<file path="src/rtl/pixel_centroid_if.sv">
// Pixel stream into pixel_centroid and the centroid result coming back out.
interface pixel_centroid_if;
  logic        frame_start;
  logic        pix_valid;
  logic [7:0]  pix_data;
  logic [7:0]  threshold;
  logic [9:0]  cent_x;
  logic [9:0]  cent_y;
  logic [19:0] pix_count;
  logic        obj_found;
  logic        cent_valid;
  logic        busy;

  modport master (
    output frame_start, pix_valid, pix_data, threshold,
    input  cent_x, cent_y, pix_count, obj_found, cent_valid, busy
  );

  modport slave (
    input  frame_start, pix_valid, pix_data, threshold,
    output cent_x, cent_y, pix_count, obj_found, cent_valid, busy
  );
endinterface

</file>
<file path="src/rtl/pixel_centroid.sv">
// Centroid of above-threshold pixels over one frame: accumulate, divide, publish.
//   state  | meaning
//   IDLE   | waiting for frame_start
//   ACCUM  | sampling pixels, summing coordinates of pixels >= thr_q
//   DIVIDE | 32-step restoring divide of sum_x and sum_y by count
//   DONE   | one-cycle publish of the frame result (cent_valid follows)
module pixel_centroid #(
  parameter int IMG_W   = 648,
  parameter int IMG_H   = 488,
  parameter int MIN_PIX = 16
) (
  input  logic            clk,
  input  logic            reset,
  pixel_centroid_if.slave bus
);
  typedef enum logic [1:0] {IDLE, ACCUM, DIVIDE, DONE} state_t;
  state_t state, state_nxt;

  logic [9:0]  x;
  logic [9:0]  y;
  logic [31:0] sum_x;
  logic [31:0] sum_y;
  logic [19:0] count;
  logic [7:0]  thr_q;
  logic [19:0] rem_x;
  logic [19:0] rem_y;
  logic [4:0]  div_cnt;

  logic [9:0]  cent_x_q;
  logic [9:0]  cent_y_q;
  logic [19:0] pix_count_q;
  logic        obj_found_q;
  logic        cent_valid_q;
  logic        busy_c;

  logic        start;
  logic        sample;
  logic        hit;
  logic        last_x;
  logic        last_pix;
  logic        obj_next;
  logic        obj_now;
  logic [19:0] count_inc;
  logic [20:0] dif_x;
  logic [20:0] dif_y;

  assign start     = bus.frame_start && (state != DIVIDE);
  assign sample    = (state == ACCUM) && bus.pix_valid && !bus.frame_start;
  assign hit       = sample && (bus.pix_data >= thr_q);
  assign last_x    = (x == 10'(IMG_W - 1));
  assign last_pix  = sample && last_x && (y == 10'(IMG_H - 1));
  assign count_inc = count + {19'd0, hit};
  assign obj_next  = (count_inc >= 20'(MIN_PIX));
  assign obj_now   = (count >= 20'(MIN_PIX));

  // Trial subtraction; since rem < count, bit 20 is exactly the borrow (quotient bit = ~borrow).
  assign dif_x = {rem_x, sum_x[31]} - {1'b0, count};
  assign dif_y = {rem_y, sum_y[31]} - {1'b0, count};

  always_ff @(posedge clk) begin
    if (reset) state <= IDLE;
    else       state <= state_nxt;
  end

  always_comb begin
    state_nxt = state;
    busy_c    = 1'b0;
    case (state)
      IDLE: begin
        if (bus.frame_start) state_nxt = ACCUM;
      end
      ACCUM: begin
        busy_c = 1'b1;
        if (last_pix) state_nxt = obj_next ? DIVIDE : DONE;
      end
      DIVIDE: begin
        busy_c = 1'b1;
        if (div_cnt == 5'd0) state_nxt = DONE;
      end
      DONE: begin
        state_nxt = bus.frame_start ? ACCUM : IDLE;
      end
      default: state_nxt = IDLE;
    endcase
  end

  // sum_x/sum_y double as the dividend/quotient shift registers during DIVIDE.
  always_ff @(posedge clk) begin
    if (reset) begin
      x            <= '0;
      y            <= '0;
      sum_x        <= '0;
      sum_y        <= '0;
      count        <= '0;
      thr_q        <= '0;
      rem_x        <= '0;
      rem_y        <= '0;
      div_cnt      <= '0;
      cent_x_q     <= '0;
      cent_y_q     <= '0;
      pix_count_q  <= '0;
      obj_found_q  <= 1'b0;
      cent_valid_q <= 1'b0;
    end else begin
      cent_valid_q <= 1'b0;
      if (start) begin
        x       <= '0;
        y       <= '0;
        sum_x   <= '0;
        sum_y   <= '0;
        count   <= '0;
        rem_x   <= '0;
        rem_y   <= '0;
        div_cnt <= 5'd31;
        thr_q   <= bus.threshold;
      end else if (sample) begin
        if (hit) begin
          sum_x <= sum_x + {22'd0, x};
          sum_y <= sum_y + {22'd0, y};
        end
        count <= count_inc;
        if (last_x) begin
          x <= '0;
          y <= y + 10'd1;
        end else begin
          x <= x + 10'd1;
        end
      end else if (state == DIVIDE) begin
        sum_x   <= {sum_x[30:0], ~dif_x[20]};
        sum_y   <= {sum_y[30:0], ~dif_y[20]};
        rem_x   <= dif_x[20] ? {rem_x[18:0], sum_x[31]} : dif_x[19:0];
        rem_y   <= dif_y[20] ? {rem_y[18:0], sum_y[31]} : dif_y[19:0];
        div_cnt <= div_cnt - 5'd1;
      end

      if (state == DONE) begin
        cent_valid_q <= 1'b1;
        pix_count_q  <= count;
        obj_found_q  <= obj_now;
        if (obj_now) begin
          cent_x_q <= sum_x[9:0];
          cent_y_q <= sum_y[9:0];
        end
      end
    end
  end

  assign bus.cent_x     = cent_x_q;
  assign bus.cent_y     = cent_y_q;
  assign bus.pix_count  = pix_count_q;
  assign bus.obj_found  = obj_found_q;
  assign bus.cent_valid = cent_valid_q;
  assign bus.busy       = busy_c;
endmodule

</file>
<file path="src/flat_wrapper.sv">
// flat-port wrapper written by rule: the top's interface ports become plain ports
module pixel_centroid_flat 
#(
  parameter int IMG_W   = 648,
  parameter int IMG_H   = 488,
  parameter int MIN_PIX = 16
)
  (clk, reset, bus_frame_start, bus_pix_valid, bus_pix_data, bus_threshold, bus_cent_x, bus_cent_y, bus_pix_count, bus_obj_found, bus_cent_valid, bus_busy);
  pixel_centroid_if bus_i ();
  input  logic clk;
  input  logic reset;
  input wire logic [$bits(bus_i.frame_start)-1:0] bus_frame_start;
  input wire logic [$bits(bus_i.pix_valid)-1:0] bus_pix_valid;
  input wire logic [$bits(bus_i.pix_data)-1:0] bus_pix_data;
  input wire logic [$bits(bus_i.threshold)-1:0] bus_threshold;
  output wire logic [$bits(bus_i.cent_x)-1:0] bus_cent_x;
  output wire logic [$bits(bus_i.cent_y)-1:0] bus_cent_y;
  output wire logic [$bits(bus_i.pix_count)-1:0] bus_pix_count;
  output wire logic [$bits(bus_i.obj_found)-1:0] bus_obj_found;
  output wire logic [$bits(bus_i.cent_valid)-1:0] bus_cent_valid;
  output wire logic [$bits(bus_i.busy)-1:0] bus_busy;
  assign bus_i.frame_start = bus_frame_start;
  assign bus_i.pix_valid = bus_pix_valid;
  assign bus_i.pix_data = bus_pix_data;
  assign bus_i.threshold = bus_threshold;
  assign bus_cent_x = bus_i.cent_x;
  assign bus_cent_y = bus_i.cent_y;
  assign bus_pix_count = bus_i.pix_count;
  assign bus_obj_found = bus_i.obj_found;
  assign bus_cent_valid = bus_i.cent_valid;
  assign bus_busy = bus_i.busy;
  pixel_centroid #(.IMG_W(IMG_W), .IMG_H(IMG_H), .MIN_PIX(MIN_PIX)) u_core (.clk(clk), .reset(reset), .bus(bus_i));
endmodule
</file>
<file path="config.mk">
export PLATFORM = sky130hd
export DESIGN_NAME = pixel_centroid_flat
export DESIGN_NICKNAME = d
export VERILOG_FILES = /design/src/rtl/pixel_centroid_if.sv /design/src/rtl/pixel_centroid.sv /design/src/flat_wrapper.sv
export SDC_FILE = /design/constraint.sdc
export NUM_CORES = 1
export LEC_CHECK = 0
export CAP_MARGIN = 20
export CORE_ASPECT_RATIO = 2
export CORE_MARGIN = 8
export CORE_UTILIZATION = 60
export CTS_CLUSTER_SIZE = 10
export DETAILED_ROUTE_END_ITERATION = 7
export GPL_TIMING_DRIVEN = 0
export PLACE_DENSITY = 0.86
export REMOVE_ABC_BUFFERS = 1
export SYNTH_ARGS = -nofsm -noshare
export SYNTH_HDL_FRONTEND = slang
export SYNTH_SLANG_ARGS = --single-unit
</file>
<file path="constraint.sdc">
create_clock -name clk -period 4.9 [get_ports clk]
set_input_delay 0.49 -clock clk [delete_from_list [all_inputs] [get_ports clk]]
set_output_delay 0.49 -clock clk [all_outputs]
set_load 0.02 [all_outputs]
</file>
==> results.sh <==
export IMPL_rsz0062_at_grt="false"
export IMPL_regToRegSetupSlack_ns=0.51
export IMPL_grt_pass1_vias=11740
export IMPL_ys_async_sr_fraction=0
export IMPL_fmax_mhz=221.5
export IMPL_io_pins=63
export IMPL_synth_cell_types=79
export IMPL_syn_area_per_cell_um2=8.014
export IMPL_finalCoreUtilization=0.6837
export IMPL_synthSimpleGateAreaFrac=0.1883
export IMPL_cts_tree="built"
export IMPL_status="finished clean"
export IMPL_n_antenna_cell=0
export IMPL_seq_area_mm2=0.004024
export IMPL_die_w_um=117.6
export IMPL_ys_flop_type="dfxtp_1"
export IMPL_row_count=74
export IMPL_multi_input_area_mm2=0.007864
export IMPL_ys_seq_area_frac=0.3246
export IMPL_setup_viol=0
export IMPL_routed_wl_um=33920
export IMPL_globalRouteOverflowTotal=0
export IMPL_p_leak_uw=0.005276
export IMPL_die_h_um=219.3
export IMPL_synthCells=1547
export IMPL_placed_area_mm2=0.01324
export IMPL_cts_clk_slew_worst_paths_ns=0.06
export IMPL_slew_headroom=0.3340
export IMPL_drt_initial_drc_count=795
export IMPL_cp_max_fo=20
export IMPL_cts_buffers=24
export IMPL_cp_data_required_time_ns=5.32
export IMPL_synth_seq_cells=201
export IMPL_area_growth_pct=12.34
export IMPL_drive_gt1_frac=0.04786
export IMPL_synthXorXnorAreaFrac=0.06288
export IMPL_die_area_mm2=0.02580
export IMPL_min_period_ns=4.516
export IMPL_path_depth=18
export IMPL_cp_end_kind="flip-flop"
export IMPL_hold_end="u_core.thr_q[3]$_SDFFE_PP0P_"
export IMPL_crit_chain="clkdlybuf4s50_1, inv_1, ha_1, nand2b_1, a21o_1, a21oi_1, o31ai_4, nand2_4, clkinvlp_4, ha_1, nand3_1, nor3_2, xnor2_1, a21oi_1, a2111oi_0, and3_1, nor3_1, a211oi_1"
export IMPL_path_class="primary input to flip-flop"
export IMPL_hold_class="flip-flop to flip-flop"
export IMPL_path_buf_inv=3
export IMPL_netlist_area_mm2=0.01240
export IMPL_numPortBuffers=62
export IMPL_ant_nets=0
export IMPL_hold_depth=2
export IMPL_route_vias_total=11760
export IMPL_synth_mux_area_frac=0.06177
export IMPL_dp_hpwl_um=23950
export IMPL_fin_area_mm2=0.01393
export IMPL_ys_warnings_count=0
export IMPL_cap_viol_max_count=0
export IMPL_cpPeakStageDelay_ns=0.67
export IMPL_powerDensity_mw_per_mm2=410.8
export IMPL_cts_sinks=201
export IMPL_fin_nets=1669
export IMPL_place_congestion=0.9204
export IMPL_drt_wirelength_per_cell_um=18.50
export IMPL_vdd_drop_max_uv=578.3
export IMPL_hold_viol_final=0
export IMPL_drc_errors=0
export IMPL_r2r_start="u_core.thr_q[0]$_SDFFE_PP0P_"
export IMPL_synth_edf_count=0
export IMPL_vias_per_cell=6.416
export IMPL_synthAdderAreaFrac=0.08619
export IMPL_htreeDepth=1
export IMPL_synth_top_family_by_area="compound AO/OA/AOI/OAI gates"
export IMPL_r2r_end="u_core.state[0]$_SDFFE_PP0P_"
export IMPL_skew_ns=0.02293
export IMPL_setup_worst_path_start_class="primary input"
export IMPL_fillers=1612
export IMPL_grtUsageTotal=0.2536
export IMPL_core_mm2=0.02037
export IMPL_postCtsHoldBufs=0
export IMPL_rr_worst_depth=16
export IMPL_insertion_delay_ns=0.53
export IMPL_hp_start="u_core.thr_q[3]$_SDFFE_PP0P_"
export IMPL_final_max_slew_viol_count=0
export IMPL_hold_ws_ns=0.4545
export IMPL_drt_first_pass_iters=5
export IMPL_grt_pass1_wl_um=55060
export IMPL_cts_path_max_buffers=3
export IMPL_clockRootBuffer="clkbuf_16"
export IMPL_fin_crit_sh=0.9215
export IMPL_crit_slowest_cell="nor3_2"
export IMPL_grt_max_degree=53
export IMPL_antenna_found_initial=0
export IMPL_initial_core_util=0.6086
export IMPL_cp_arrival_ns=4.94
export IMPL_tightestPinTransition_ns=0.9974
export IMPL_cp_top_family="simple AND/OR/NAND/NOR gates"
export IMPL_synth_compound_area_frac=0.2299
## layout make-up
type,count,area share
inverter,64,0.01752
clock inverter,2,0.001797
timing repair buffer,75,0.05983
sequential,201,0.2889
clock buffer,25,0.04339
tap,266,0.02390
multi-input combinational,1200,0.5646
## per-stage QoR
step	cells	setup TNS, ns	setup slack (ns)	power (uW)
global placement	1793	-191.67	-2.781	4046
CTS	1829	0	0.1104	5699
floorplan	1465	0	0.08673	3525
detailed placement	1802	-7.324	-1.268	4159
global route	1833	0	0.1125	6005
finish	1833	0	0.3844	5722
## metal layers
layer / up-vias / routed length [um] / share of wire / global-route usage
met3: 161 / 1576 / 0.046 / 0.03218
met4: 0 / 2400 / 0.071 / 0.1930
met1: 5576 / 11860 / 0.35 / 0.2376
met2: 432 / 18080 / 0.53 / 0.4898
li1: 5591 / - / - / -
met5: - / 0 / 0 / 0
## state kept, by name, summed over array words and instances (netlist names), 8 cells and up
signal	cells
u_core.bus.cent_y	10
u_core.sum_y	32
u_core.bus.cent_x	10
u_core.count	20
u_core.rem_x	20
u_core.thr_q	8
u_core.rem_y	20
u_core.bus.pix_count	20
u_core.x	10
u_core.sum_x	32
u_core.y	10
## synthesized netlist by cell type (7+ instances only)
cell | count | area, um2
nand4_1 | 16 | 100.1
a31oi_1 | 15 | 93.84
o22ai_1 | 12 | 75.07
xnor2_1 | 57 | 499.2
nor3_1 | 42 | 210.2
o21ai_1 | 7 | 35.03
nor2b_1 | 18 | 112.6
nand3_1 | 41 | 205.2
dfxtp_1 | 201 | 4024
nand2_1 | 132 | 495.5
o211ai_1 | 16 | 120.1
nand2b_1 | 14 | 87.58
ha_1 | 79 | 988.5
xor2_1 | 27 | 236.5
o21a_1 | 16 | 120.1
inv_1 | 64 | 240.2
nor4_1 | 15 | 93.84
a21o_1 | 26 | 195.2
o21ai_0 | 104 | 520.5
nor2_1 | 172 | 645.6
or3_1 | 9 | 56.30
buf_1 | 11 | 41.29
a2bb2oi_1 | 8 | 70.07
mux2i_1 | 72 | 720.7
a21oi_1 | 140 | 700.7
and3_1 | 21 | 131.4
a311oi_1 | 14 | 122.6
a211oi_1 | 22 | 165.2
clkbuf_1 | 62 | 232.7
## cells in the final DEF, fill, tap and decap left out, types with 7 or more instances in the layout
master | synthesis | layout
xor2_1 | 27 | 27
dfxtp_1 | 201 | 201
nand3_1 | 41 | 41
a2bb2oi_1 | 8 | 8
and3_1 | 21 | 21
xnor2_1 | 57 | 57
nand2b_1 | 14 | 13
ha_1 | 79 | 79
nor3_1 | 42 | 42
o211ai_1 | 16 | 16
a21o_1 | 26 | 25
a211oi_1 | 22 | 22
a21oi_1 | 140 | 139
o21a_1 | 16 | 16
o22ai_1 | 12 | 12
a31oi_1 | 15 | 15
or3_1 | 9 | 9
clkbuf_16 | 0 | 24
clkdlybuf4s50_1 | 0 | 61
nand4_1 | 16 | 16
nor2_1 | 172 | 169
nor4_1 | 15 | 15
inv_1 | 64 | 63
a311oi_1 | 14 | 14
nor2b_1 | 18 | 18
mux2i_1 | 72 | 72
o21ai_1 | 7 | 7
o21ai_0 | 104 | 104
nand2_1 | 132 | 130
## how the worst max path moves through the flow
stage | from | end | slack, ns
4_1_cts | bus_pix_data[0] | u_core.state[0]$_SDFFE_PP0P_ | 0.11
3_5_place_dp | bus_pix_data[0] | u_core.state[0]$_SDFFE_PP0P_ | -1.27
6_report | bus_pix_data[0] | u_core.state[0]$_SDFFE_PP0P_ | 0.38
5_1_grt | bus_pix_data[0] | u_core.state[0]$_SDFFE_PP0P_ | 0.11
3_3_place_gp | reset | u_core.rem_y[19]$_SDFFE_PP0P_ | -2.78
2_1_floorplan | u_core.state[1]$_SDFFE_PP0P_ | u_core.state[0]$_SDFFE_PP0P_ | 0.09
## timing repair
action	4_1_cts	5_1_grt
setup buffers	0	3
pin swaps	0	1
resized for setup	4	3
setup endpoints to repair	6	1
## kinds of logic (layout without fill, tap and decap cells)
logic type,Yosys count,after routing
adder cells (fa/ha/maj),83,83
AND/OR/NAND/NOR,506,506
AO/OA/AOI/OAI,449,449
buffers and inverters,146,166
multiplexers,76,76
XOR/XNOR,86,86
flip-flops,201,201
## tightest hold or removal path, stage by stage, from the launching register on
cell and delay (ns):
dfxtp_1 0.31, nand2_1 0.05, a21oi_1 0.05
## power breakdown
group          switching, uW  internal (uW)
combinational           1400            927
sequential               109           1740
clock                    673            869
No activity file was read; power rests on OpenSTA's default activity.
